## config.mk

```make
export PLATFORM = sky130hd
export DESIGN_NAME = rgb_breathe_pwm
export DESIGN_NICKNAME = d
export VERILOG_FILES = /design/src/rtl/rgb_led_pkg.sv /design/src/rtl/pwm_compare.sv /design/src/rtl/rgb_breathe_pwm.sv
export SDC_FILE = /design/constraint.sdc
export NUM_CORES = 1
export LEC_CHECK = 0
export CAP_MARGIN = 20
export CELL_PAD_IN_SITES_DETAIL_PLACEMENT = 0
export CELL_PAD_IN_SITES_GLOBAL_PLACEMENT = 1
export CORE_ASPECT_RATIO = 1.5
export CORE_MARGIN = 3
export CORE_UTILIZATION = 49
export DETAILED_ROUTE_END_ITERATION = 8
export DONT_BUFFER_PORTS = 1
export GPL_ROUTABILITY_DRIVEN = 0
export HOLD_SLACK_MARGIN = 0.1
export PLACE_DENSITY = 0.76
export RECOVER_POWER = 100
export SYNTH_ARGS = -nofsm -noshare
export SYNTH_HDL_FRONTEND = slang
export SYNTH_SLANG_ARGS = --single-unit
```

## constraint.sdc

```tcl
create_clock -name clk_in -period 2.4 [get_ports clk_in]
set_input_delay 0.6 -clock clk_in [delete_from_list [all_inputs] [get_ports clk_in]]
set_output_delay 0.6 -clock clk_in [all_outputs]
set_load 0.05 [all_outputs]
```

## src/rtl/rgb_led_pkg.sv

```systemverilog
// Shared types and helpers for the RGB breathing LED stage: FSM states,
// colour indices, colour masks and the pin polarity of the board LED.
package rgb_led_pkg;

    typedef enum logic [2:0] {
        ST_IDLE,
        ST_RAMP_UP,
        ST_HOLD_TOP,
        ST_RAMP_DOWN,
        ST_HOLD_BOT
    } state_e;

    localparam logic [1:0] COLOR_R = 2'd0;
    localparam logic [1:0] COLOR_G = 2'd1;
    localparam logic [1:0] COLOR_B = 2'd2;
    localparam logic [1:0] COLOR_W = 2'd3;

    // The iCEBreaker++ RGB LED sinks current: a 0 on the pin lights it.
    localparam logic       LED_ACTIVE_LOW = 1'b1;
    localparam logic [2:0] RGB_OFF        = {3{LED_ACTIVE_LOW}};

    // Channel enables in {R,G,B} order for a colour index.
    function automatic logic [2:0] color_mask(input logic [1:0] idx);
        logic [2:0] mask;
        case (idx)
            COLOR_R: mask = 3'b100;
            COLOR_G: mask = 3'b010;
            COLOR_B: mask = 3'b001;
            default: mask = 3'b111;
        endcase
        return mask;
    endfunction

    // Map {R,G,B} "on" flags onto the pin order {red, blue, green} with polarity.
    function automatic logic [2:0] drive_pins(input logic [2:0] on_rgb);
        return {on_rgb[2], on_rgb[0], on_rgb[1]} ^ RGB_OFF;
    endfunction

endpackage

```

## src/rtl/pwm_compare.sv

```systemverilog
// Free-running PWM counter and registered, mask-gated comparator driving the
// three LED pins with the board's active-low polarity.
module pwm_compare
    import rgb_led_pkg::*;
#(
    parameter int PWM_BITS = 8
) (
    input  logic                clk_in,
    input  logic                rst_in,
    input  logic [PWM_BITS-1:0] duty_i,
    input  logic [2:0]          mask_i,
    output logic [2:0]          rgb_o
);

    logic [PWM_BITS-1:0] pwm_cnt_q;
    logic [2:0]          rgb_q;
    logic [2:0]          rgb_d;
    logic                lit;

    always_comb begin
        lit   = (pwm_cnt_q < duty_i);
        rgb_d = drive_pins(mask_i & {3{lit}});
    end

    // NOTE: sequential state uses non-blocking assignments only, and every
    // register here sits in the asynchronous reset branch so the pins go dark
    // the instant reset rises, without waiting for a clock.
    always_ff @(posedge clk_in or posedge rst_in) begin
        if (rst_in) begin
            pwm_cnt_q <= '0;
            rgb_q     <= RGB_OFF;
        end else begin
            pwm_cnt_q <= pwm_cnt_q + 1'b1;
            rgb_q     <= rgb_d;
        end
    end

    assign rgb_o = rgb_q;

endmodule

```

## src/rtl/rgb_breathe_pwm.sv

```systemverilog
// Breathing LED sequencer: a prescaled step tick ramps a shared duty up and
// down while an FSM walks the colours R, G, B, W; pwm_compare drives the pins.
module rgb_breathe_pwm
    import rgb_led_pkg::*;
#(
    parameter int PWM_BITS    = 8,
    parameter int STEP_CYCLES = 4096,
    parameter int HOLD_STEPS  = 32
) (
    input  logic                clk_in,
    input  logic                rst_in,
    input  logic                en,
    output logic [2:0]          rgb,
    output logic [PWM_BITS-1:0] duty,
    output logic [1:0]          color_idx,
    output logic                cycle_done
);

    localparam int PRE_W  = (STEP_CYCLES > 1) ? $clog2(STEP_CYCLES) : 1;
    localparam int HOLD_W = $clog2(HOLD_STEPS + 1);

    localparam logic [PRE_W-1:0]    PRE_LAST  = PRE_W'(STEP_CYCLES - 1);
    localparam logic [HOLD_W-1:0]   HOLD_LAST = HOLD_W'(HOLD_STEPS - 1);
    localparam logic [PWM_BITS-1:0] DMAX      = '1;
    localparam logic [PWM_BITS-1:0] DMAX_M1   = DMAX - 1'b1;
    localparam logic [PWM_BITS-1:0] DUTY_ONE  = PWM_BITS'(1);

    state_e              state_q;
    logic [PWM_BITS-1:0] duty_q;
    logic [1:0]          color_q;
    logic [HOLD_W-1:0]   hold_q;
    logic                done_q;

    logic [PRE_W-1:0]    pre_cnt_q;
    logic [PRE_W-1:0]    pre_cnt_d;
    logic                running;
    logic                step_tick;
    logic [2:0]          pwm_rgb;

    // The prescaler only advances once the FSM has left IDLE, and en gates the
    // tick itself so a tick coinciding with en falling is simply not taken.
    assign running   = en && (state_q != ST_IDLE);
    assign step_tick = running && (pre_cnt_q == PRE_LAST);

    always_comb begin
        pre_cnt_d = pre_cnt_q;
        if (running) begin
            pre_cnt_d = step_tick ? '0 : pre_cnt_q + 1'b1;
        end
    end

    always_ff @(posedge clk_in or posedge rst_in) begin
        if (rst_in) begin
            pre_cnt_q <= '0;
        end else begin
            pre_cnt_q <= pre_cnt_d;
        end
    end

    always_ff @(posedge clk_in or posedge rst_in) begin
        if (rst_in) begin
            state_q <= ST_IDLE;
            duty_q  <= '0;
            color_q <= COLOR_R;
            hold_q  <= '0;
            done_q  <= 1'b0;
        end else begin
            done_q <= 1'b0;
            if (en) begin
                case (state_q)
                    ST_IDLE: begin
                        state_q <= ST_RAMP_UP;
                        duty_q  <= '0;
                        color_q <= COLOR_R;
                        hold_q  <= '0;
                    end
                    ST_RAMP_UP: begin
                        if (step_tick) begin
                            duty_q <= duty_q + DUTY_ONE;
                            if (duty_q == DMAX_M1) begin
                                state_q <= ST_HOLD_TOP;
                                hold_q  <= '0;
                            end
                        end
                    end
                    ST_HOLD_TOP: begin
                        if (step_tick) begin
                            hold_q <= hold_q + 1'b1;
                            if (hold_q == HOLD_LAST) begin
                                state_q <= ST_RAMP_DOWN;
                            end
                        end
                    end
                    ST_RAMP_DOWN: begin
                        if (step_tick) begin
                            duty_q <= duty_q - DUTY_ONE;
                            if (duty_q == DUTY_ONE) begin
                                state_q <= ST_HOLD_BOT;
                                hold_q  <= '0;
                            end
                        end
                    end
                    ST_HOLD_BOT: begin
                        if (step_tick) begin
                            hold_q <= hold_q + 1'b1;
                            if (hold_q == HOLD_LAST) begin
                                state_q <= ST_RAMP_UP;
                                color_q <= color_q + 1'b1;
                                done_q  <= (color_q == COLOR_W);
                            end
                        end
                    end
                    default: state_q <= ST_IDLE;
                endcase
            end
        end
    end

    pwm_compare #(
        .PWM_BITS (PWM_BITS)
    ) u_pwm (
        .clk_in (clk_in),
        .rst_in (rst_in),
        .duty_i (duty_q),
        .mask_i (color_mask(color_q)),
        .rgb_o  (pwm_rgb)
    );

    // NOTE: the pause blanking is applied after the pin register so the LED
    // goes dark in the same cycle en drops; the compare path stays registered.
    assign rgb        = en ? pwm_rgb : RGB_OFF;
    assign duty       = duty_q;
    assign color_idx  = color_q;
    assign cycle_done = done_q;

    a_duty_saturates: assert property (@(posedge clk_in) disable iff (rst_in)
        !(step_tick && (((state_q == ST_RAMP_UP) && (duty_q == DMAX)) ||
                        ((state_q == ST_RAMP_DOWN) && (duty_q == '0)))));

endmodule
```

==> impl_summary.log <==
INFO  metric synth.mux.area_fraction = 0.759%
INFO  metric num_io_pins = 17
INFO  metric routedWlPerCell = 15.6 um
INFO  metric largest_net_degree_at_the_start_of_global_routing = 44
INFO  metric initialDrtViolationCount = 77
INFO  metric place.port_buffers = 0
INFO  metric initial_utilization = 51.0%
INFO  metric post_synth_instance_area = 0.00264 mm^2
INFO  metric final_tns_setup = 0 ns
INFO  metric rsz0062_at_grt = false
INFO  metric drtAntennaViolNets = 0
INFO  metric synth_async_sr_flop_share = 100%
INFO  metric min_to = u_pwm.pwm_cnt_q[7]$_DFF_PP0_
INFO  metric via_count_of_the_first_global_routing_pass = 2,049
INFO  metric worst_path_max_delay_cell = clkbuf_1
INFO  metric vias_per_cell = 5.65
INFO  metric clock_sink_count = 43
INFO  metric min_path_cells = 1
INFO  metric synth-xor-area-share = 5.32%
INFO  metric layout-area-overhead-vs-synth = 8.31%
INFO  metric share_of_synthesized_cell_area_in_full_adder_half_adder_and_majority_cells = 8.54%
INFO  metric vias = 2,041
INFO  metric tightest_slew = 1.11 ns
INFO  metric core.rowCount = 32
INFO  metric drt_first_pass_iters = 4
INFO  metric cts_repair_resize_count = 0
INFO  metric crit-reg2reg-launch = duty[6]$_DFFE_PP0P_
INFO  metric min_period_over_period = 89.9%
INFO  metric crit_family = buffers and inverters
INFO  metric criticalPathCategory = register to register
INFO  metric tritoncts = yes
INFO  metric achievable-frequency = 464 MHz
INFO  metric synth.cells.most_frequent = dfrtp_1, nand2_1, inv_1, nor2_1, ha_1
INFO  metric die_ar = 0.00631 mm^2
INFO  metric register_area_share_after_synthesis = 41.0%
INFO  metric synth-compound-area-share = 16.8%
INFO  metric netlist-cell-type-count = 52
INFO  metric timing.critical_path.buf_inv = 2
INFO  metric finalWirelength = 5.65 mm
INFO  metric vdd.ir_drop.worst = 0.476 mV
INFO  metric antennaDiodeCount = 0
INFO  metric hold_slack = 0.478 ns
INFO  metric slowest_delay = 0.53 ns
INFO  metric die_w = 65.9 um
INFO  metric worst_path_arrival_time = 2.36 ns
INFO  metric floorplan.die.height = 95.8 um
INFO  metric worstSkewPairLatency = 0.30 ns
INFO  metric grt_pass1_wl = 9.87 mm
INFO  metric cts_buffers = 5
INFO  metric setup_clock_skew_after_layout = 0.00962 ns
INFO  metric crit_chain = clkbuf_1, inv_1, ha_1, a21o_1, a21oi_1, o221ai_1
INFO  metric critical_path.endpoint_type = register
INFO  metric worstSetupStartpointType = register
INFO  metric post-synth-top-count-cell = dfrtp_1
INFO  metric post_layout_min_period = 2.16 ns
INFO  metric timing.rr.end = u_pwm.rgb_o[0]$_DFF_PP1_
INFO  metric synth_ff_type = dfrtp_1
INFO  metric postCtsHoldBufs = 0
INFO  metric post_synth_and_or_nand_nor_area_fraction = 23.0%
INFO  metric clk_root_buffer_cell = clkbuf_8
INFO  metric worstHoldPathType = register to register
INFO  metric hold_viol = 0
INFO  metric synth_nets = 297
INFO  metric reg2reg_setup_slack = 0.24 ns
INFO  metric worstPathRequired = 2.60 ns
INFO  metric yosys.area.top_type = dfrtp_1
INFO  metric syn_avg_cell_area = 9.55 um^2
INFO  metric main_combinational_cell_family_by_area_after_synthesis = simple AND/OR/NAND/NOR gates
INFO  metric antenna_found_initial = 0
INFO  metric yosysWarnings = 0
INFO  metric run_status = completed
INFO  metric leakage_power_of_the_design = 1.31 nW
INFO  metric slew-limit-headroom = 26.1%
INFO  metric core_area = 0.00516 mm^2
INFO  metric finalMaxSlewViolations = 0
INFO  metric maxCapViolCount = 0
INFO  metric setup_violations = 0
INFO  metric synth-edff-count = 0
INFO  metric synth_largest_type_area_fraction = 38.0%
INFO  metric total_global_routing_overflow = 0
INFO  metric clk_buf_depth = 2
INFO  metric r2r.worst_path.cells = 6
INFO  metric drt_drc_violations_left = 0
INFO  metric ys_top_cells_by_area = dfrtp_1, ha_1, xor2_1, a21oi_1, nand3_1
INFO  metric cts.htree.levels = 2
INFO  metric hold_path_startpoint = u_pwm.pwm_cnt_q[7]$_DFF_PP0_
INFO  metric clock_slew_at_the_register_clock_pins_of_the_worst_setup_and_hold_paths = 0.08 ns
INFO  metric synth.ff_latch_count = 43
INFO  metric grt.total_usage = 20.3%
INFO  metric p_per_area = 673 mW/mm^2
INFO  metric netlist_instances = 276
INFO  metric post_route_cells_drive_above_1_share = 11.3%
INFO  metric final_nets = 313
INFO  metric critical_path_peak_fanout = 3
INFO  metric hpwl = 4.14 mm
INFO  metric post_cts_setup_buffer_count = 0
## power by group
| part | internal (mW) | switching, mW | total, mW | leakage (nW) |
|---|---|---|---|---|
| clock network | 0.312 | 0.256 | 0.568 | 0.0524 |
| logic | 0.170 | 0.320 | 0.490 | 0.700 |
| registers | 0.798 | 0.0655 | 0.863 | 0.553 |
| total | 1.28 | 0.642 | 1.92 | 1.31 |
## worst max-delay path by stage
| stage | startpoint | slack, ns | to | cells after the start |
|---|---|---|---|---|
| CTS | pre_cnt_q[0]$_DFFE_PP0P_ | 0.25 | color_idx[1]$_DFFE_PP0P_ | 6 |
| floorplan | duty[0]$_DFFE_PP0P_ | 0.32 | color_idx[0]$_DFFE_PP0P_ | 6 |
| global placement | pre_cnt_q[0]$_DFFE_PP0P_ | 0.37 | color_idx[1]$_DFFE_PP0P_ | 6 |
| finish | duty[6]$_DFFE_PP0P_ | 0.24 | u_pwm.rgb_o[0]$_DFF_PP1_ | 6 |
| detailed placement | pre_cnt_q[0]$_DFFE_PP0P_ | 0.27 | color_idx[1]$_DFFE_PP0P_ | 6 |
| global route | duty[7]$_DFFE_PP0P_ | 0.06 | hold_q[5]$_DFFE_PP0P_ | 6 |
## kinds of logic after synthesis
kind of cell | Yosys count
compound gates | 66
xor+xnor | 16
fa+ha+maj | 18
buf+inv | 27
flops | 43
mux | 2
simple gates | 104
## sequential cells by signal (all words and copies together), names as in the netlist
| name | count |
|---|---|
| u_pwm.pwm_cnt_q | 8 |
| pre_cnt_q | 12 |
| color_idx | 2 |
| cycle_done | 1 |
| hold_q | 6 |
| duty | 8 |
| u_pwm.rgb_o | 3 |
| state_q | 3 |
## worst register-to-register path, cell delays in order (launching register included)
cell and delay [ns]:
dfrtp_1 0.39, clkbuf_1 0.53, inv_1 0.22, ha_1 0.37, a21o_1 0.16, a21oi_1 0.23
o221ai_1 0.17
## cell type report
cell class	count	area (um^2)
clock inverters	1	30.0
repair buffers	17	103
fillers	505	2310
multi-input cells	206	1410
well taps	68	85.1
inverters	19	71.3
flip-flops and latches	43	1080
clock buffers	7	76.3
## metrics by stage
stage	setup WS [ns]	utilization, %	total power, mW	instances	instance area [um^2]
finish	0.243	55.3	1.92	361	2860
global placement	0.368	54.4	1.38	353	2810
floorplan	0.315	-	1.23	276	2640
detailed placement	0.273	54.4	1.38	353	2810
global route	0.0620	55.3	2.04	361	2860
CTS	0.253	56.5	1.95	361	2920
## layout by cell type, fill, tap and decap left out, drive strengths merged, types with 2 or more instances in the layout
master and n:
or2b 2, nor3 5, nor2 20, nand4 7
nand2 20, inv 19, nor4 3, o31ai 8
nor2b 4, ha 18, nand2b 6, a31oi 6
mux2i 2, dfstp 3, nand3b 2, buf 10
a21o 5, o221ai 3, dfrtp 40, xor2 11
or3b 2, xnor2 5, nand3 17, o21ai 14
a21oi 17, clkbuf 14, o211ai 2, or2 5
and3 5, o311ai 2
## metal layers
layer | global-route usage (%) | part of all wire, %
met1 | 24.2 | 44
met2 | 36.2 | 53
met3 | 3.86 | 2.2
met4 | 6.92 | 1.4
met5 | 0 | 0
No activity file was read; power rests on OpenSTA's default activity.
